## config.mk

```make
export PLATFORM = sky130hd
export DESIGN_NAME = mux_nto1_arb
export DESIGN_NICKNAME = d
export VERILOG_FILES = /design/src/rtl/mux_nto1_arb.sv
export SDC_FILE = /design/constraint.sdc
export NUM_CORES = 1
export LEC_CHECK = 0
export CORE_AREA = 5 5 43 45
export DETAILED_ROUTE_END_ITERATION = 7
export DIE_AREA = 0 0 48 50
export PLACE_DENSITY = 0.8
export SLEW_MARGIN = 5
export SYNTH_ARGS = -nofsm -noshare
export SYNTH_HDL_FRONTEND = slang
export SYNTH_SLANG_ARGS = --single-unit
```

## constraint.sdc

```tcl
create_clock -name clk -period 2.6 [get_ports clk]
set_clock_uncertainty 0.15 [all_clocks]
set_input_delay 0.52 -clock clk [delete_from_list [all_inputs] [get_ports clk]]
set_output_delay 0.52 -clock clk [all_outputs]
set_load 0.005 [all_outputs]
```

## src/rtl/mux_nto1_arb.sv

```systemverilog
// Registered N-to-1 selector with per-channel valid/ready, fixed-priority or round-robin grant.
// One cycle latency; the output register holds under backpressure, and while stalled no input is granted.
module mux_nto1_arb #(
  parameter int WIDTH  = 4,
  parameter int NUM_IN = 4,
  parameter int MODE   = 0,
  parameter int SEL_W  = (NUM_IN > 1) ? $clog2(NUM_IN) : 1
) (
  input  logic                    clk,
  input  logic                    rst,
  input  logic [NUM_IN*WIDTH-1:0] in_data,
  input  logic [NUM_IN-1:0]       in_valid,
  output logic [NUM_IN-1:0]       in_ready,
  output logic [WIDTH-1:0]        out_data,
  output logic                    out_valid,
  input  logic                    out_ready,
  output logic [SEL_W-1:0]        out_sel
);

  logic [WIDTH-1:0]  data_q, data_d;
  logic              vld_q, vld_d;
  logic [SEL_W-1:0]  sel_q, sel_d;
  logic [SEL_W-1:0]  rr_ptr_q, rr_ptr_d;

  logic              load_en;
  logic              grant_vld;
  logic [SEL_W-1:0]  grant_idx;
  logic [SEL_W-1:0]  cand;
  logic [NUM_IN-1:0] grant_oh;
  logic [WIDTH-1:0]  grant_dat;

  assign load_en = !vld_q || out_ready;

  // Search order starts at rr_ptr in round-robin mode, at channel 0 otherwise.
  always_comb begin
    grant_vld = 1'b0;
    grant_idx = '0;
    cand      = '0;
    for (int k = 0; k < NUM_IN; k++) begin
      if (MODE == 1) begin
        cand = SEL_W'((int'(rr_ptr_q) + k) % NUM_IN);
      end else begin
        cand = SEL_W'(k);
      end
      if (!grant_vld && in_valid[cand]) begin
        grant_vld = 1'b1;
        grant_idx = cand;
      end
    end
  end

  always_comb begin
    grant_oh  = '0;
    grant_dat = '0;
    for (int i = 0; i < NUM_IN; i++) begin
      if (grant_vld && (grant_idx == SEL_W'(i))) begin
        grant_oh[i] = 1'b1;
        grant_dat   = in_data[i*WIDTH +: WIDTH];
      end
    end
  end

  assign in_ready = (load_en && !rst) ? grant_oh : '0;

  always_comb begin
    data_d   = data_q;
    vld_d    = vld_q;
    sel_d    = sel_q;
    rr_ptr_d = rr_ptr_q;
    if (load_en) begin
      if (grant_vld) begin
        data_d = grant_dat;
        sel_d  = grant_idx;
        vld_d  = 1'b1;
        if (MODE == 1) begin
          rr_ptr_d = (grant_idx == SEL_W'(NUM_IN - 1)) ? '0 : grant_idx + 1'b1;
        end
      end else begin
        vld_d = 1'b0;
      end
    end
  end

  always_ff @(posedge clk) begin
    if (rst) begin
      data_q   <= '0;
      vld_q    <= 1'b0;
      sel_q    <= '0;
      rr_ptr_q <= '0;
    end else begin
      data_q   <= data_d;
      vld_q    <= vld_d;
      sel_q    <= sel_d;
      rr_ptr_q <= rr_ptr_d;
    end
  end

  assign out_data  = data_q;
  assign out_valid = vld_q;
  assign out_sel   = sel_q;

endmodule

```

# Word level (Yosys, flattened, before mapping)
# Index checks and enable logic that the tools add are counted.
op_classes:
  eq_ne: 3
  n_mux: 17
  n_reduce_logical: 16
op_table:
  columns: ["cell", "count"]
  rows:
  - ["two-way mux 4 bit", 5]
  - ["two-way mux 1 bit", 10]
  - ["logical AND 1 bit", 8]
  - ["logical NOT 1 bit", 5]
  - ["== test 2 bit, second input constant", 2]
  - ["two-way mux 2 bit", 2]
  - ["== test 2 x 1 -> 1 bit, second input constant", 1]
  - ["logical NOT 2 bit", 1]
  - ["AND reduction 2 bit", 1]
  - ["logical OR 1 bit", 1]
word_totals:
  reg_bits: 7
  in_bits: 23
  output_inout_bits: 11
  wordCells: 39

# Longest topological paths before layout
# Gate-level depths: netlist of the first run.
logic_depth:
  word_depth: 16
  mapped_depth: 5

# Least setup slack after synthesis of the first run
# No wires, ideal clock.
synth_timing:
  path_type: "in2out"
  startpoint: "input in_valid[2]"
  endpoint: "output in_ready[3]"
  t_arrival_ns: 1.290
  t_required_ns: 1.930
  slack_ns: 0.640
  stages: 3
  n_path_buf: 1
  cell_sequence: "buf_6 nor4b_2 nor3b_1"
synth_between:
  elab_chain_len: 9
  elab_cells_between_ends: 11
  classes_between: "eq/ne (1); mux (6); reduce/logical (4)"
synth_lines:
  columns: ["element", "line_no", "source"]
  rows:
  - ["start, declared", "12", "input logic [NUM_IN-1:0] in_valid,"]
  - ["logical AND 1 bit (*)", "45", "if (!grant_vld && in_valid[cand]) begin"]
  - ["two-way mux 1 bit", "45", null]
  - ["logical NOT 1 bit", "45", null]
  - ["logical AND 1 bit", "45", null]
  - ["two-way mux 2 bit", "45", null]
  - ["== test 2 bit", "56", "if (grant_vld && (grant_idx == SEL_W'(i))) begin"]
  - ["logical AND 1 bit (*)", "56", null]
  - ["two-way mux 1 bit (*)", "56", null]
  - ["two-way mux 4 bit (*)", "63", "assign in_ready = (load_en && !rst) ? grant_oh : '0;"]
  - ["end, declared", "13", "output logic [NUM_IN-1:0] in_ready,"]
# Mark *: on every way between the ends. The rest lies on a longest branch, timed or not.

# Final worst setup path of the first run
layout_timing:
  startpoint: "input in_valid[0]"
  endpoint: "output in_ready[0]"
layout_between:
  elab_chain_len: 14
  elab_cells_between_ends: 17
  classes_between: "mux (9); reduce/logical (8)"
layout_lines:
  columns: ["element", "line_no"]
  rows:
  - ["two-way mux 1 bit (*)", "45"]
  - ["logical NOT 1 bit", "45"]
  - ["logical AND 1 bit", "45"]
  - ["two-way mux 1 bit", "45"]
  - ["logical NOT 1 bit", "45"]
  - ["logical AND 1 bit", "45"]
  - ["two-way mux 1 bit", "45"]
  - ["logical NOT 1 bit", "45"]
  - ["logical AND 1 bit", "45"]
  - ["two-way mux 2 bit", "45"]
  - ["logical NOT 2 bit", "56"]
  - ["logical AND 1 bit (*)", "56"]
  - ["two-way mux 1 bit (*)", "56"]
  - ["two-way mux 4 bit (*)", "63"]
# Marked as above.

==> reports/qor.txt, run 1 <==
Net Sw Power = 0.0000904 W
area of the multi-input gates = 298 µm²
most frequent cells in the layout = clkdlybuf4s50_1, nor2_1, nand2_1, dfxtp_1, buf_4
GPL Wtd Cong = 0.802
Hold WC Path Type = flip-flop to flip-flop
# diodes = 0
hold slack = 0.352 ns
Synth area leaders = dfxtp_1, a221o_1, a311oi_1
#FFs+latches synth = 7
number of global-route vias before repair = 574
global-route wire length before repair = 2470 µm
Final ANT Viol Nets = 0
Post-CTS Setup Inserts = 0
Die Ht = 50 µm
per-cell routed wire length = 13.6 µm
Die Width = 48 µm
fmax = 0.386 GHz
CP endpoint kind = output pin
number of DRC markers in iteration 0 = 13
reg2reg setup slack = 1.03 ns
post-synth cell types = 21
commonest non-fill, non-tap cell in the layout = clkdlybuf4s50_1
clk_lat worst skew = 0.26 ns
kind of start point of the critical path = input port
min cycle time layout = 2.59 ns
PwrDens = 379 mW/mm²
Setup CP Type = input port to output pin
Total GRT Usage = 14.6%
Max VDD drop = 0.000141 V
Pins Over Slew Limit = 0
Avg Vias per Cell = 5.11
Slew HR = 68.1%
Setup WS pre-CTS = -0.120 ns
Pre-Repair DR Iteration Count = 4
CORE AREA = 0.00144 mm²
gr busiest metal = met2
largest net degree at the start of global routing = 15
cell count after synthesis = 59
CP required = 1.93 ns
status = complete, no violations
worst slew pin tran = 0.475 ns
area grow syn2layout = 83.8%
nets = 123
Max Cap Viol = 0
fill cell count = 127
Hold-fix buffers, CTS = 0
# setup viols final = 0
layout cells sized above 1 = 18.2%
Num CTS Buffers = 3
antenna violations before repair = 0
switch share = 26.6%
Hold Fails Final Rpt = 0
Worst Path Max Fanout = 14
CTS tree = done
part of the cycle the worst path needs = 99.6%
Post-Syn Area per Cell = 8.27 µm²
M3 GR Usage = 4.73%
I/O pin total = 34
via count = 588
initial core utilization = 34.0%
yosys warns = 0
num rows = 14
Synth top area share = 28.7%
Setup Total Neg Slack = 0 ns
grt met2 use = 21.4%
mapped cell area = 488 µm²
worst path arrival time = 1.92 ns
sequential cell area fraction in the yosys report = 28.7%
Clock Power Share = 30.5%
gr ovfl total = 0
Clock Tree Buf Depth = 2
combinational power share = 34.0%
die footprint = 0.00240 mm²
met1 GRT Util = 17.5%
H-tree depth = 1
drt drc = 0
area leader, netlist = dfxtp_1
leak pwr = 0.387 nW
clock transition at the registers of the reported paths = 0.05 ns
setup ws final = 0.0110 ns
Reg power frac = 35.6%
Internal = 0.000249 W
clk root buf = clkbuf_4
drt total wl = 1570 µm
IO Port Bufs = 33
register area = 140 µm²
Finished Core Util = 62.5%
Syn Nets = 82
post-DP HPWL = 1260 µm
# clock sinks = 7
[sequential cells by signal (all words and copies together), names as in the netlist]
| name | flops |
|---|---|
| out_valid | 1 |
| out_sel | 2 |
| out_data | 4 |
[critical path: stages]
cell and delay, ns:
clkdlybuf4s50_1 0.51, buf_6 0.17, nor3b_2 0.18, clkdlybuf4s50_1 0.54
[timing repair]
action                                  in CTS  in global routing
cloned                                       0                  0
endpoints found under the setup margin       4                  2
resized for setup                            4                  2
pin swaps                                    0                  1
[cell families after synthesis]
logic type,count (synthesis),synth area share (%)
AND/OR/NAND/NOR,27,32.0
AO/OA/AOI/OAI,14,24.9
flip-flops,7,28.7
buffers and inverters,10,12.3
multiplexers,1,2.05
[per-stage QoR]
| step | instances | instance area, µm² | total power, W |
|---|---|---|---|
| after floorplan | 59 | 488 | 0.000170 |
| after global placement | 111 | 857 | 0.000234 |
| after detailed placement | 111 | 857 | 0.000237 |
| after CTS | 115 | 890 | 0.000342 |
| after global routing | 115 | 897 | 0.000360 |
| final | 115 | 897 | 0.000340 |
[path summary, 6_finish.rpt]
kind | depth (start not counted) | end | start
worst max register to register | 5 | out_data[2] | out_valid
worst min register to register | 2 | out_data[1] | out_data[1]
worst min-delay path | 2 | out_data[1] | out_data[1]
worst max-delay path | 4 | in_ready[0] | in_valid[0]
[layer usage]
layer  share of wire [%]  wire [µm]  up-vias
li1                    -          -      292
met2                  48        747       26
met5                   0          0        -
met1                  38        601      265
met3                  11        176        5
met4                 2.7         43        0
[cell usage after synthesis (all sizes together)]
cell,number
nor2,9
a311oi,4
buf,3
clkbuf,2
nor3b,2
a211oi,4
mux2i,1
nand2b,1
nor4,2
dfxtp,7
a221o,4
nor3,1
nand2,8
o21bai,1
a21oi,1
nor2b,2
inv,5
nor4b,2
[area by class of cell]
class / count / area share [%]
Tap cell: 16 / 2.23
Multi-Input combinational cell: 42 / 33.2
Timing Repair Buffer: 41 / 43.9
Sequential cell: 7 / 15.6
Inverter: 5 / 2.09
Clock buffer: 4 / 2.93
[power groups by stage]
stage	Combinational, W	Clock, W	Sequential [W]
after floorplan	0.0000456	0	0.000124
after global placement	0.000112	0	0.000123
after detailed placement	0.000114	0	0.000123
after CTS	0.000115	0.000106	0.000121
after global routing	0.000125	0.000113	0.000122
final	0.000115	0.000103	0.000121
Note: power is estimated with default switching activity, not from simulation.
==> run 2: changes to the inputs <==
--- a/config.mk
+++ b/config.mk
@@ -9,6 +9,7 @@
 export DETAILED_ROUTE_END_ITERATION = 7
 export DIE_AREA = 0 0 48 50
 export PLACE_DENSITY = 0.8
+export SETUP_SLACK_MARGIN = 0.15
 export SLEW_MARGIN = 5
 export SYNTH_ARGS = -nofsm -noshare
 export SYNTH_HDL_FRONTEND = slang
==> reports/qor.txt, run 2 (synthesized netlist as in run 1, its figures left out) <==
post-DP HPWL = 1260 µm (unchanged)
most frequent cells in the layout = clkdlybuf4s50_1, buf_4, nor2_1, nand2_1, dfxtp_1
Max Cap Viol = 0 (unchanged)
drt drc = 0 (unchanged)
initial core utilization = 34.0% (unchanged)
Pins Over Slew Limit = 0 (unchanged)
num rows = 14 (unchanged)
Pre-Repair DR Iteration Count = 4 (unchanged)
fmax = 0.409 GHz (+5.9%)
Clock Tree Buf Depth = 2 (unchanged)
Clock Power Share = 30.1% (-0.4 points)
Hold Fails Final Rpt = 0 (unchanged)
Num CTS Buffers = 3 (unchanged)
area grow syn2layout = 88.7%
# diodes = 0 (unchanged)
register area = 140 µm² (unchanged)
CP required = 1.93 ns (about the same)
max reg flops = 4 (unchanged)
clock transition at the registers of the reported paths = 0.05 ns (about the same)
Reg power frac = 35.3% (-0.3 points)
IO Port Bufs = 33 (unchanged)
GPL Wtd Cong = 0.802 (unchanged)
Slew HR = 68.8% (+0.77 points)
area of the multi-input gates = 305 µm² (+2.5%)
Setup CP Type = input port to output pin
Setup Total Neg Slack = 0 ns (unchanged)
RSZ-0062 raised after global routing = yes
overall power = 0.000343 W (+0.92%)
CORE AREA = 0.00144 mm² (unchanged)
clk root buf = clkbuf_4
H-tree depth = 1 (unchanged)
nets = 125 (+1.6%)
via count = 606 (+3.1%)
CTS tree = done
number of DRC markers in iteration 0 = 19 (+6)
combinational power share = 34.6% (+0.6 points)
Max VDD drop = 0.000130 V (-7.6%)
Die Width = 48 µm (unchanged)
hold slack = 0.353 ns (+0.000864 ns)
Die Ht = 50 µm (unchanged)
setup ws final = 0.155 ns (+0.144 ns)
CP endpoint kind = output pin
critical path, cell by cell = clkdlybuf4s50_1 > buf_6 > buf_4 > nor4b_2 > clkdlybuf4s15_2
part of the cycle the worst path needs = 94.0% (-5.6 points)
kind of start point of the critical path = input port
Internal = 0.000251 W (+0.69%)
worst slew pin tran = 0.463 ns (-0.0114 ns)
Hold-fix buffers, CTS = 0 (unchanged)
largest net degree at the start of global routing = 12 (-3)
gr ovfl total = 0 (unchanged)
PwrDens = 372 mW/mm² (-1.7%)
Setup WS pre-CTS = -0.120 ns (unchanged)
per-cell routed wire length = 13.9 µm (+2.2%)
Crit-path slowest cell = clkdlybuf4s50_1
Worst Path Max Fanout = 3 (-11)
# setup viols final = 0 (unchanged)
Finished Core Util = 64.1% (+1.7 points)
Net Sw Power = 0.0000918 W (+1.6%)
Final ANT Viol Nets = 0 (unchanged)
global-route wire length before repair = 2630 µm (+6.4%)
switch share = 26.8% (+0.17 points)
CP max stage delay = 0.45 ns (-0.09 ns)
fill cell count = 117 (-7.9%)
number of global-route vias before repair = 595 (+3.7%)
Total GRT Usage = 15.5% (+0.90 points)
Hold WC Path Type = flip-flop to flip-flop
commonest non-fill, non-tap cell in the layout = clkdlybuf4s50_1
I/O pin total = 34 (unchanged)
min cycle time layout = 2.44 ns (-0.144 ns)
layout cells sized above 1 = 21.8% (+3.6 points)
leak pwr = 0.397 nW (+2.4%)
drt total wl = 1630 µm (+4.0%)
clk_lat worst skew = 0.26 ns (about the same)
# clock sinks = 7 (unchanged)
antenna violations before repair = 0 (unchanged)
die footprint = 0.00240 mm² (unchanged)
Avg Vias per Cell = 5.18 (+1.3%)
worst path arrival time = 1.77 ns (-0.15 ns)
status = complete, no violations
run 2: area by class of cell:
| class | instances | share of cell area (%) |
|---|---|---|
| clock buffers | 4 | 2.85 |
| inverters | 5 | 2.04 |
| multi-input cells | 42 | 33.2 |
| flip-flops and latches | 7 | 15.2 |
| well taps | 16 | 2.17 |
| repair buffers | 43 | 44.6 |
run 2: worst max-delay path: cells and delay by family:
family / cells / cell delay [ns]
buffers and inverters: 4 / 0.98
AND/OR/NAND/NOR: 1 / 0.28
run 2: timing repair:
| action | 4_1_cts | 5_1_grt |
|---|---|---|
| resized for setup | 7 | 3 |
| buffers inserted | 2 | 0 |
| endpoints found under the setup margin | 4 | 3 |
| pin swaps | 0 | 1 |
run 2: worst paths after layout:
path	to	cells after the start	from	slack (ns)
worst max-delay path	in_ready[1]	5	in_valid[0]	0.16
worst min register to register	out_data[1]	2	out_data[1]	0.35
worst max register to register	out_data[2]	5	out_valid	1.02
worst min-delay path	out_data[1]	2	out_data[1]	0.35
run 2: metal layers:
layer | GRT usage [%] | vias up | wire [µm]
li1 | - | 296 | -
met1 | 17.9 | 273 | 592
met2 | 23.8 | 32 | 795
met3 | 4.73 | 5 | 199
met4 | 9.42 | 0 | 43
met5 | 0 | - | 0
run 2: metrics by stage:
stage	instance area (µm²)	cells
2_1_floorplan	488	59
5_1_grt	921	117
3_5_place_dp	857	111
4_1_cts	906	117
6_report	921	117
3_3_place_gp	857	111
run 2: power by group through the flow:
stage	registers [W]	clock network [W]	logic [W]
2_1_floorplan	0.000124	0	0.0000456
3_3_place_gp	0.000123	0	0.000112
3_5_place_dp	0.000123	0	0.000114
4_1_cts	0.000121	0.000106	0.000117
5_1_grt	0.000122	0.000113	0.000129
6_report	0.000121	0.000103	0.000119
==> run 3: changes to the inputs <==
--- a/config.mk
+++ b/config.mk
@@ -5,10 +5,10 @@
 export SDC_FILE = /design/constraint.sdc
 export NUM_CORES = 1
 export LEC_CHECK = 0
-export CORE_AREA = 5 5 43 45
+export CORE_AREA = 5 5 45 47
 export DETAILED_ROUTE_END_ITERATION = 7
-export DIE_AREA = 0 0 48 50
-export PLACE_DENSITY = 0.8
+export DIE_AREA = 0 0 50 52
+export PLACE_DENSITY = 0.73
 export SETUP_SLACK_MARGIN = 0.15
 export SLEW_MARGIN = 5
 export SYNTH_ARGS = -nofsm -noshare
==> constraint.sdc (replaced) <==
create_clock -name clk -period 2.3 [get_ports clk]
set_clock_uncertainty 0.15 [all_clocks]
set_input_delay 0.46 -clock clk [delete_from_list [all_inputs] [get_ports clk]]
set_output_delay 0.46 -clock clk [all_outputs]
set_load 0.005 [all_outputs]
==> reports/qor.txt, run 3 (synthesized netlist as in run 1, its figures left out) <==
Max Cap Viol = 0 (unchanged)
Die Width = 50 µm (+4.2%)
Setup Total Neg Slack = 0 ns (unchanged)
setup ws final = 0.153 ns (-0.00221 ns)
Hold WC Path Type = flip-flop to flip-flop
CP max stage delay = 0.28 ns (-0.17 ns)
I/O pin total = 34 (unchanged)
Setup WS pre-CTS = -0.344 ns (-0.224 ns)
RSZ-0062 raised after global routing = yes
Pre-Repair DR Iteration Count = 4 (unchanged)
min cycle time layout = 2.15 ns
largest net degree at the start of global routing = 11 (-1)
kind of start point of the critical path = input port
CP required = 2.32 ns (+0.39 ns)
per-cell routed wire length = 15.3 µm (+9.5%)
H-tree depth = 1 (unchanged)
Slew HR = 64.4% (-4.5 points)
# setup viols final = 0 (unchanged)
Hold-fix buffers, CTS = 0 (unchanged)
CORE AREA = 0.00161 mm² (+12%)
most frequent cell on the critical path = buf_6
number of cells after detailed placement = 114 (+2.7%)
Avg Vias per Cell = 5.05 (-2.6%)
via count = 651 (+7.4%)
initial core utilization = 30.2% (-3.7 points)
number of DRC markers in iteration 0 = 17 (-2)
critical path, cell by cell = buf_2 > nor4b_4 > buf_4 > buf_6 > buf_6 > buf_6 > buf_6 > buf_6 > buf_6 > buf_6 > buf_6 > buf_6 > buf_6 > nand2_4 > a311oi_2
post-DP HPWL = 1210 µm (-4.4%)
Die Ht = 52 µm (+4.0%)
clk_lat worst skew = 0.26 ns (about the same)
Worst Path Max Fanout = 4 (+1)
number of global-route vias before repair = 635 (+6.7%)
CTS tree = done
WP buf/inv = 12 (+8)
global-route wire length before repair = 2870 µm (+9.2%)
gr ovfl total = 0 (unchanged)
GPL Wtd Cong = 0.787 (-1.9%)
drt total wl = 1970 µm (+21%)
die footprint = 0.00260 mm² (+8.3%)
clk root buf = clkbuf_4
Finished Core Util = 65.6% (+1.5 points)
# diodes = 0 (unchanged)
fmax = 0.466 GHz
area grow syn2layout = 117%
leak pwr = 0.477 nW (+20%)
Clock Tree Buf Depth = 2 (unchanged)
Num CTS Buffers = 3 (unchanged)
commonest non-fill, non-tap cell in the layout = clkdlybuf4s50_1
Hold Fails Final Rpt = 0 (unchanged)
CP endpoint kind = flip-flop
clock transition at the registers of the reported paths = 0.05 ns (about the same)
Top delay family on crit path = buffers and inverters
Max VDD drop = 0.000147 V (+13%)
status = complete, no violations
IO Port Bufs = 33 (unchanged)
antenna violations before repair = 0 (unchanged)
max reg flops = 4 (unchanged)
Setup CP Type = input port to flip-flop
PwrDens = 388 mW/mm² (+4.1%)
post-route insts no fill = 129 (+10%)
Crit-path slowest cell = nor4b_4
worst path arrival time = 2.17 ns (+0.40 ns)
# clock sinks = 7 (unchanged)
drt drc = 0 (unchanged)
most frequent cells in the layout = clkdlybuf4s50_1, buf_6, buf_4, nor2_1, dfxtp_1
Final ANT Viol Nets = 0 (unchanged)
worst slew pin tran = 0.534 ns (+0.0708 ns)
layout cells sized above 1 = 38.4% (+17 points)
Total GRT Usage = 14.8% (-0.67 points)
Pins Over Slew Limit = 0 (unchanged)
overall power = 0.000410 W (+20%)
nets = 136 (+8.8%)
num rows = 15 (+1)
part of the cycle the worst path needs = 93.3%
[run 3: cell types whose count changed in the layout (fill, tap and decap cells not counted), moves of 2 or more]
cell             change
a311oi_1             -4
a311oi_2             +4
buf_2                +3
buf_4                +2
buf_6               +10
clkdlybuf4s50_1      -5
dlygate4sd2_1        +2
nand2_1              -2
[run 3: final timing paths]
| kind | depth (start not counted) | from | slack [ns] | endpoint |
|---|---|---|---|---|
| worst max-delay path | 15 | in_valid[2] | 0.15 | out_data[0] |
| worst min-delay path | 2 | out_sel[1] | 0.36 | out_sel[1] |
| worst max register to register | 5 | out_valid | 0.60 | out_sel[0] |
| worst min register to register | 2 | out_sel[1] | 0.36 | out_sel[1] |
[run 3: metal layers]
metal / up-vias / wire, µm / global-route usage [%]
li1: 320 / - / -
met1: 295 / 811 / 15.9
met2: 31 / 972 / 23.2
met3: 5 / 126 / 4.58
met4: 0 / 57 / 13.1
met5: - / 0 / 0
[run 3: power by group]
group          switching, W  internal [W]  leakage, nW
clock network     0.0000527     0.0000667       0.0150
registers        0.00000533      0.000132       0.0583
logic             0.0000593     0.0000945        0.404
total              0.000117      0.000293        0.477
[run 3: what timing repair did]
action	CTS	global route
gates resized for setup	25	22
pin swaps	4	5
setup endpoints to repair	4	7
buffers inserted	10	1
cloned	0	0
[run 3: area by class of cell]
| type | count | area [µm²] |
|---|---|---|
| Clock buffer | 4 | 26.3 |
| Fill cell | 118 | 556 |
| Inverter | 5 | 18.8 |
| Multi-Input combinational cell | 42 | 350 |
| Sequential cell | 7 | 140 |
| Tap cell | 17 | 21.3 |
| Timing Repair Buffer | 54 | 502 |
[run 3: stage by stage]
stage          hold WS [ns]  area (µm²)
2_1_floorplan         0.335         488
3_3_place_gp          0.335         873
6_report              0.361        1060
4_1_cts               0.351         968
5_1_grt               0.415        1060
3_5_place_dp          0.343         873
[run 3: worst reg2reg max path: cells and delay by family, from the launching register on]
kind	cells	cell delay [ns]
and+or+nand+nor	3	0.66
buffers and inverters	1	0.14
DFF	1	0.31
muxes	1	0.33
